**config.mk**
```make
export PLATFORM = sky130hd
export DESIGN_NAME = game_flow_ctrl
export DESIGN_NICKNAME = d
export VERILOG_FILES = /design/src/rtl/game_flow_ctrl_pkg.sv /design/src/rtl/game_flow_ctrl_key_debounce.sv /design/src/rtl/game_flow_ctrl.sv
export SDC_FILE = /design/constraint.sdc
export NUM_CORES = 1
export LEC_CHECK = 0
export CAP_MARGIN = 20
export CORE_MARGIN = 10
export CORE_UTILIZATION = 60
export DETAILED_ROUTE_END_ITERATION = 7
export PLACE_DENSITY = 0.8
export REMOVE_ABC_BUFFERS = 1
export SLEW_MARGIN = 20
export SYNTH_ARGS = -nofsm -noshare
export SYNTH_HDL_FRONTEND = slang
export SYNTH_SLANG_ARGS = --single-unit
```
**constraint.sdc**
```tcl
create_clock -name vga_clk_25 -period 2.3 [get_ports vga_clk_25]
set_input_delay 0.23 -clock vga_clk_25 [delete_from_list [all_inputs] [get_ports vga_clk_25]]
set_output_delay 0.23 -clock vga_clk_25 [all_outputs]
set_load 0.005 [all_outputs]
```
**src/rtl/game_flow_ctrl_pkg.sv**
```systemverilog
// Shared encodings for the snake game flow controller: screen states,
// direction one-hots, key indices and the opposite-direction helper.
package game_flow_ctrl_pkg;

    typedef enum logic [3:0] {
        ST_START = 4'b0001,
        ST_SPEED = 4'b0010,
        ST_PLAY  = 4'b0100,
        ST_END   = 4'b1000
    } state_t;

    localparam logic [3:0] DIR_UP    = 4'b0001;
    localparam logic [3:0] DIR_DOWN  = 4'b0010;
    localparam logic [3:0] DIR_LEFT  = 4'b0100;
    localparam logic [3:0] DIR_RIGHT = 4'b1000;

    localparam int KEY_UP    = 0;
    localparam int KEY_DOWN  = 1;
    localparam int KEY_LEFT  = 2;
    localparam int KEY_RIGHT = 3;
    localparam int NUM_KEYS  = 4;

    function automatic logic [3:0] opposite(input logic [3:0] d);
        case (d)
            DIR_UP:    return DIR_DOWN;
            DIR_DOWN:  return DIR_UP;
            DIR_LEFT:  return DIR_RIGHT;
            DIR_RIGHT: return DIR_LEFT;
            default:   return 4'b0000;
        endcase
    endfunction

endpackage

```
**src/rtl/game_flow_ctrl_key_debounce.sv**
```systemverilog
// One active-low push-button: 2-FF synchroniser, stability counter and a
// single-cycle press event on the released -> pressed transition.
module key_debounce #(
    parameter int DEBOUNCE_CYC = 250000,
    parameter int DB_W         = 18
) (
    input  logic clk,
    input  logic rst,
    input  logic key,
    output logic kp
);
    localparam logic [DB_W-1:0] CNT_LAST = DB_W'(DEBOUNCE_CYC - 1);

    logic            sync1, sync2, level;
    logic [DB_W-1:0] cnt;

    // level is the accepted key level; 1 means released
    always_ff @(posedge clk) begin
        if (rst) begin
            sync1 <= 1'b1;
            sync2 <= 1'b1;
            level <= 1'b1;
            cnt   <= '0;
            kp    <= 1'b0;
        end else begin
            sync1 <= key;
            sync2 <= sync1;
            kp    <= 1'b0;
            if (sync2 == level) begin
                cnt <= '0;
            end else if (cnt == CNT_LAST) begin
                level <= sync2;
                cnt   <= '0;
                kp    <= level;
            end else begin
                cnt <= cnt + 1'b1;
            end
        end
    end

endmodule

```
**src/rtl/game_flow_ctrl.sv**
```systemverilog
// Snake game screen sequencer: debounced key events drive START/SPEED/PLAY/END,
// speed selection, direction with reversal rejection and the frame-locked move tick.
module game_flow_ctrl
    import game_flow_ctrl_pkg::*;
#(
    parameter int DEBOUNCE_CYC = 250000,
    parameter int DB_W         = 18,
    parameter int SLOW_FRAMES  = 12,
    parameter int FAST_FRAMES  = 6
) (
    input  logic       vga_clk_25,
    input  logic       rst,
    input  logic [3:0] key,
    input  logic       frame_start,
    input  logic       game_over,
    output logic [3:0] state_m,
    output logic       speed_m,
    output logic [3:0] move_d,
    output logic       move_tick,
    output logic       play_init
);
    localparam int MAX_FRAMES = (SLOW_FRAMES > FAST_FRAMES) ? SLOW_FRAMES : FAST_FRAMES;
    localparam int FC_W       = $clog2(MAX_FRAMES + 1);

    logic [NUM_KEYS-1:0] kp, ev;
    state_t              state, state_n;
    logic                speed, speed_n;
    logic [3:0]          dir, dir_n, pend, pend_n;
    logic [FC_W-1:0]     fcnt, fcnt_n, fcnt_last;
    logic                init, init_n, tick;

    for (genvar i = 0; i < NUM_KEYS; i++) begin : g_key
        key_debounce #(.DEBOUNCE_CYC(DEBOUNCE_CYC), .DB_W(DB_W)) u_db (
            .clk (vga_clk_25),
            .rst (rst),
            .key (key[i]),
            .kp  (kp[i])
        );
    end

    // isolate the lowest set bit so only one event acts per cycle
    assign ev        = kp & (~kp + 4'd1);
    assign fcnt_last = speed ? FC_W'(FAST_FRAMES - 1) : FC_W'(SLOW_FRAMES - 1);

    always_ff @(posedge vga_clk_25) begin
        if (rst) begin
            state <= ST_START;
            speed <= 1'b0;
            dir   <= DIR_RIGHT;
            pend  <= DIR_RIGHT;
            fcnt  <= '0;
            init  <= 1'b0;
        end else begin
            state <= state_n;
            speed <= speed_n;
            dir   <= dir_n;
            pend  <= pend_n;
            fcnt  <= fcnt_n;
            init  <= init_n;
        end
    end

    always_comb begin
        state_n = state;
        speed_n = speed;
        dir_n   = dir;
        pend_n  = pend;
        fcnt_n  = fcnt;
        init_n  = 1'b0;
        tick    = 1'b0;
        case (state)
            ST_START: if (|ev) state_n = ST_SPEED;
            ST_SPEED: begin
                if (ev[KEY_UP]) begin
                    speed_n = 1'b1;
                end else if (ev[KEY_DOWN]) begin
                    speed_n = 1'b0;
                end else if (ev[KEY_RIGHT]) begin
                    state_n = ST_PLAY;
                    init_n  = 1'b1;
                    dir_n   = DIR_RIGHT;
                    pend_n  = DIR_RIGHT;
                    fcnt_n  = '0;
                end
            end
            ST_PLAY: begin
                if (game_over) begin
                    state_n = ST_END;
                end else begin
                    // reversal is judged against the committed direction, not pending
                    if (|ev && ev != dir && ev != opposite(dir)) pend_n = ev;
                    if (frame_start) begin
                        if (fcnt == fcnt_last) begin
                            tick   = 1'b1;
                            fcnt_n = '0;
                            dir_n  = pend;
                        end else begin
                            fcnt_n = fcnt + FC_W'(1);
                        end
                    end
                end
            end
            ST_END: begin
                if (|ev) begin
                    state_n = ST_START;
                    dir_n   = DIR_RIGHT;
                    pend_n  = DIR_RIGHT;
                end
            end
            default: state_n = ST_START;
        endcase
    end

    assign state_m   = state;
    assign speed_m   = speed;
    assign move_d    = dir;
    assign move_tick = tick & ~rst;
    assign play_init = init;

endmodule
```
==> results.yml <==
status:
  status: "completed"
drt:
  finalWirelength_um: 8590
  drt_iter0_drc: 249
  final_antenna_net_count: 0
  via_per_inst: 5.54
  drc: 0
  num_vias: 3749
  dr.pass1.iters: 6
  wl_per_cell_um: 12.7
pwr:
  switching_share_pct: 21.9
  finalPower_w: 0.00305
  leakage_nw: 1.66
  clkPwrFrac_pct: 37.7
  peakVddDrop_v: 0.000423
  p_comb_share_pct: 1.7
  cellInternalPower_w: 0.00238
  power_frac_seq_pct: 60.6
  p_per_area_nw_per_um2: 581
  switchingPower_w: 0.000668
clocking:
  cts-htree-levels: 3
  ctsHoldBuffers: 0
  insertion_delay_ns: 0.36
  post-cts-setup-buffers: 0
  clk_pin_slew_worst_paths_ns: 0.10
  cts_made_buffers: 9
  root_buffer: "clkbuf_8"
  postCtsResizedCells: 0
  cts_buffer_depth: 2
  clock_sinks: 106
  tritoncts: "yes"
global_routing:
  grt_pass1_vias: 3359
  antenna_found_initial: 0
  grtUsageTotal_pct: 14.7
  grt_max_degree: 40
  grt_overflow: 0
  grt_pass1_wl_um: 14600
worst_setup_path:
  critPathRequiredTime_ns: 2.07
  r2r_start: "g_key[1].u_db.kp"
  cp_max_fo: 5
  rrSetupSlack_ns: 0.28
  path_class: "reg -> out"
  worst_setup_path_start_kind: "flop"
  worst_setup_path_end_kind: "output port"
  ff2ff_path_depth: 6
  r2r-end: "pend[0]"
  cp.arrival_ns: 1.95
sta:
  max-slew-margin-rel_pct: 59.4
  rsz0062_at_grt: "yes"
  holdWs_ns: 0.416
  hold_violations: 0
  fin_crit_sh_pct: 94.7
  slew_viol_final: 0
  fmax_mhz: 459
  worstMarginPinSlew_ns: 0.603
  fin_crit_ns: 2.18
  report.final.setup_viol: 0
  skew_ns: 0.0106
yosys:
  syn_inst: 553
  yosys_warnings: 0
  ys_seq_area_share_pct: 44.9
  async_flop_share_pct: 0
  yosys.area.top_type_share_pct: 44.9
  yosys_most_used_dff: "dfxtp_1"
  synth-edff-count: 0
  synthTopCellsByArea: "dfxtp_1 45%, nor2_1 8.6%, xor2_1 6.5%"
  syn_area_um2: 4730
  synth_top_area_cell: "dfxtp_1"
  synth_common_cells: "108 x nor2_1, 106 x dfxtp_1, 35 x xor2_1, 33 x nand2_1, 32 x xnor2_1"
  synthMostInstantiatedCell: "nor2_1"
  synth_cell_types: 49
  synth_area_per_cell_um2: 8.55
  ys_seq_elements: 106
layout:
  final_area_um2: 5240
  syn_to_final_growth_pct: 10.8
  fin_util_pct: 68.2
  fillers: 632
  multi_input_area_um2: 2480
  seqCellArea_um2: 2130
  nNetsFinal: 583
  drive_above_1_share_pct: 8.35
  diodes: 0
placement:
  dpl_cell_area_um2: 5020
  dp.final_hpwl_um: 5970
  gp_congestion: 0.862
  port_buffers: 18
floorplanning:
  initial_core_util_pct: 61.5
  dieArea_um2: 11800
  die_w_um: 109
  coreArea_um2: 7690
  io_pins: 19
  die_y_um: 109
  rows: 32
hold_path:
  hold_start: "g_key[3].u_db.sync1"
  worstHoldEndpoint: "g_key[3].u_db.sync2"
  min_path_type: "reg -> reg"
  hold_path_depth: 1
flow_run:
  cap_viol_max_count: 0
logic make-up after synthesis:
logic type	count (synthesis)	synth area share [%]
adders and majority gates	5	1.32
and+or+nand+nor	280	30.2
buffers and inverters	34	3.02
DFF	106	44.9
xor gates and xnor gates	67	12.4
muxes	1	0.212
AOI/OAI and AO/OA	60	7.96
power by group through the flow:
stage	registers [W]	logic (W)	clock network, W
6_report	0.00185	0.0000503	0.00115
5_1_grt	0.00185	0.0000557	0.00126
4_1_cts	0.00185	0.0000507	0.00119
3_5_place_dp	0.00189	0.0000503	0
3_3_place_gp	0.00189	0.0000492	0
2_1_floorplan	0.00189	0.0000192	0
critical path: stages (launching register included):
cell             delay [ns]
dfxtp_1                0.39
nor4bb_1               0.30
o21ai_1                0.18
nor3_1                 0.19
clkdlybuf4s50_1        0.53
metrics by stage:
step | setup slack, ns | std cells | setup TNS, ns
after floorplan | 0.322 | 532 | 0
after global placement | 0.369 | 661 | 0
final | 0.122 | 677 | 0
after global routing | -0.0131 | 677 | -0.0131
after CTS | 0.0281 | 677 | 0
after detailed placement | 0.224 | 661 | 0
layout by cell type (no fill, tap or decap), types with 7 or more instances in the layout:
| master | instances |
|---|---|
| a21oi_1 | 17 |
| or3_1 | 7 |
| nand4_1 | 16 |
| nor3_1 | 14 |
| nor2_1 | 108 |
| and3_1 | 13 |
| nand2b_1 | 8 |
| clkdlybuf4s50_1 | 18 |
| or2_2 | 13 |
| nor4b_1 | 7 |
| nand2_1 | 33 |
| clkbuf_8 | 9 |
| dfxtp_1 | 103 |
| inv_1 | 13 |
| nor2b_1 | 7 |
| xor2_1 | 35 |
| nand3_1 | 25 |
| buf_4 | 8 |
| o21ai_0 | 14 |
| xnor2_1 | 32 |
metal layers:
| metal | routed length, µm | GRT usage (%) | vias up |
|---|---|---|---|
| met2 | 3910 | 24.1 | 88 |
| met1 | 4080 | 18.6 | 1727 |
| met3 | 528 | 4.01 | 8 |
| met4 | 71 | 4.14 | 0 |
| met5 | 0 | 0 | - |
| li1 | - | - | 1926 |
sequential cells by signal, summed over array words and instances (netlist names):
register          cells
move_d                4
g_key.u_db.cnt       72
g_key.u_db.sync1      4
speed_m               1
state_m               4
g_key.u_db.sync2      4
g_key.u_db.level      4
fcnt                  4
play_init             1
g_key.u_db.kp         4
pend                  4
worst max path at each step:
stage | startpoint | slack [ns] | to
6_report | fcnt[2] | 0.12 | move_tick
5_1_grt | fcnt[2] | -0.01 | move_tick
4_1_cts | state_m[2] | 0.03 | move_tick
3_5_place_dp | g_key[3].u_db.cnt[0] | 0.22 | g_key[3].u_db.cnt[9]
3_3_place_gp | g_key[1].u_db.kp | 0.37 | state_m[3]
2_1_floorplan | state_m[2] | 0.32 | move_d[3]
final cells by class:
| type | count | area share (%) |
|---|---|---|
| tap | 102 | 2.43 |
| inverter | 13 | 0.931 |
| multi-input combinational | 413 | 47.3 |
| sequential | 106 | 40.5 |
| clock inverter | 7 | 1.46 |
| timing repair buffer | 27 | 4.96 |
| clock buffer | 9 | 2.36 |
No activity file was read; power rests on OpenSTA's default activity.
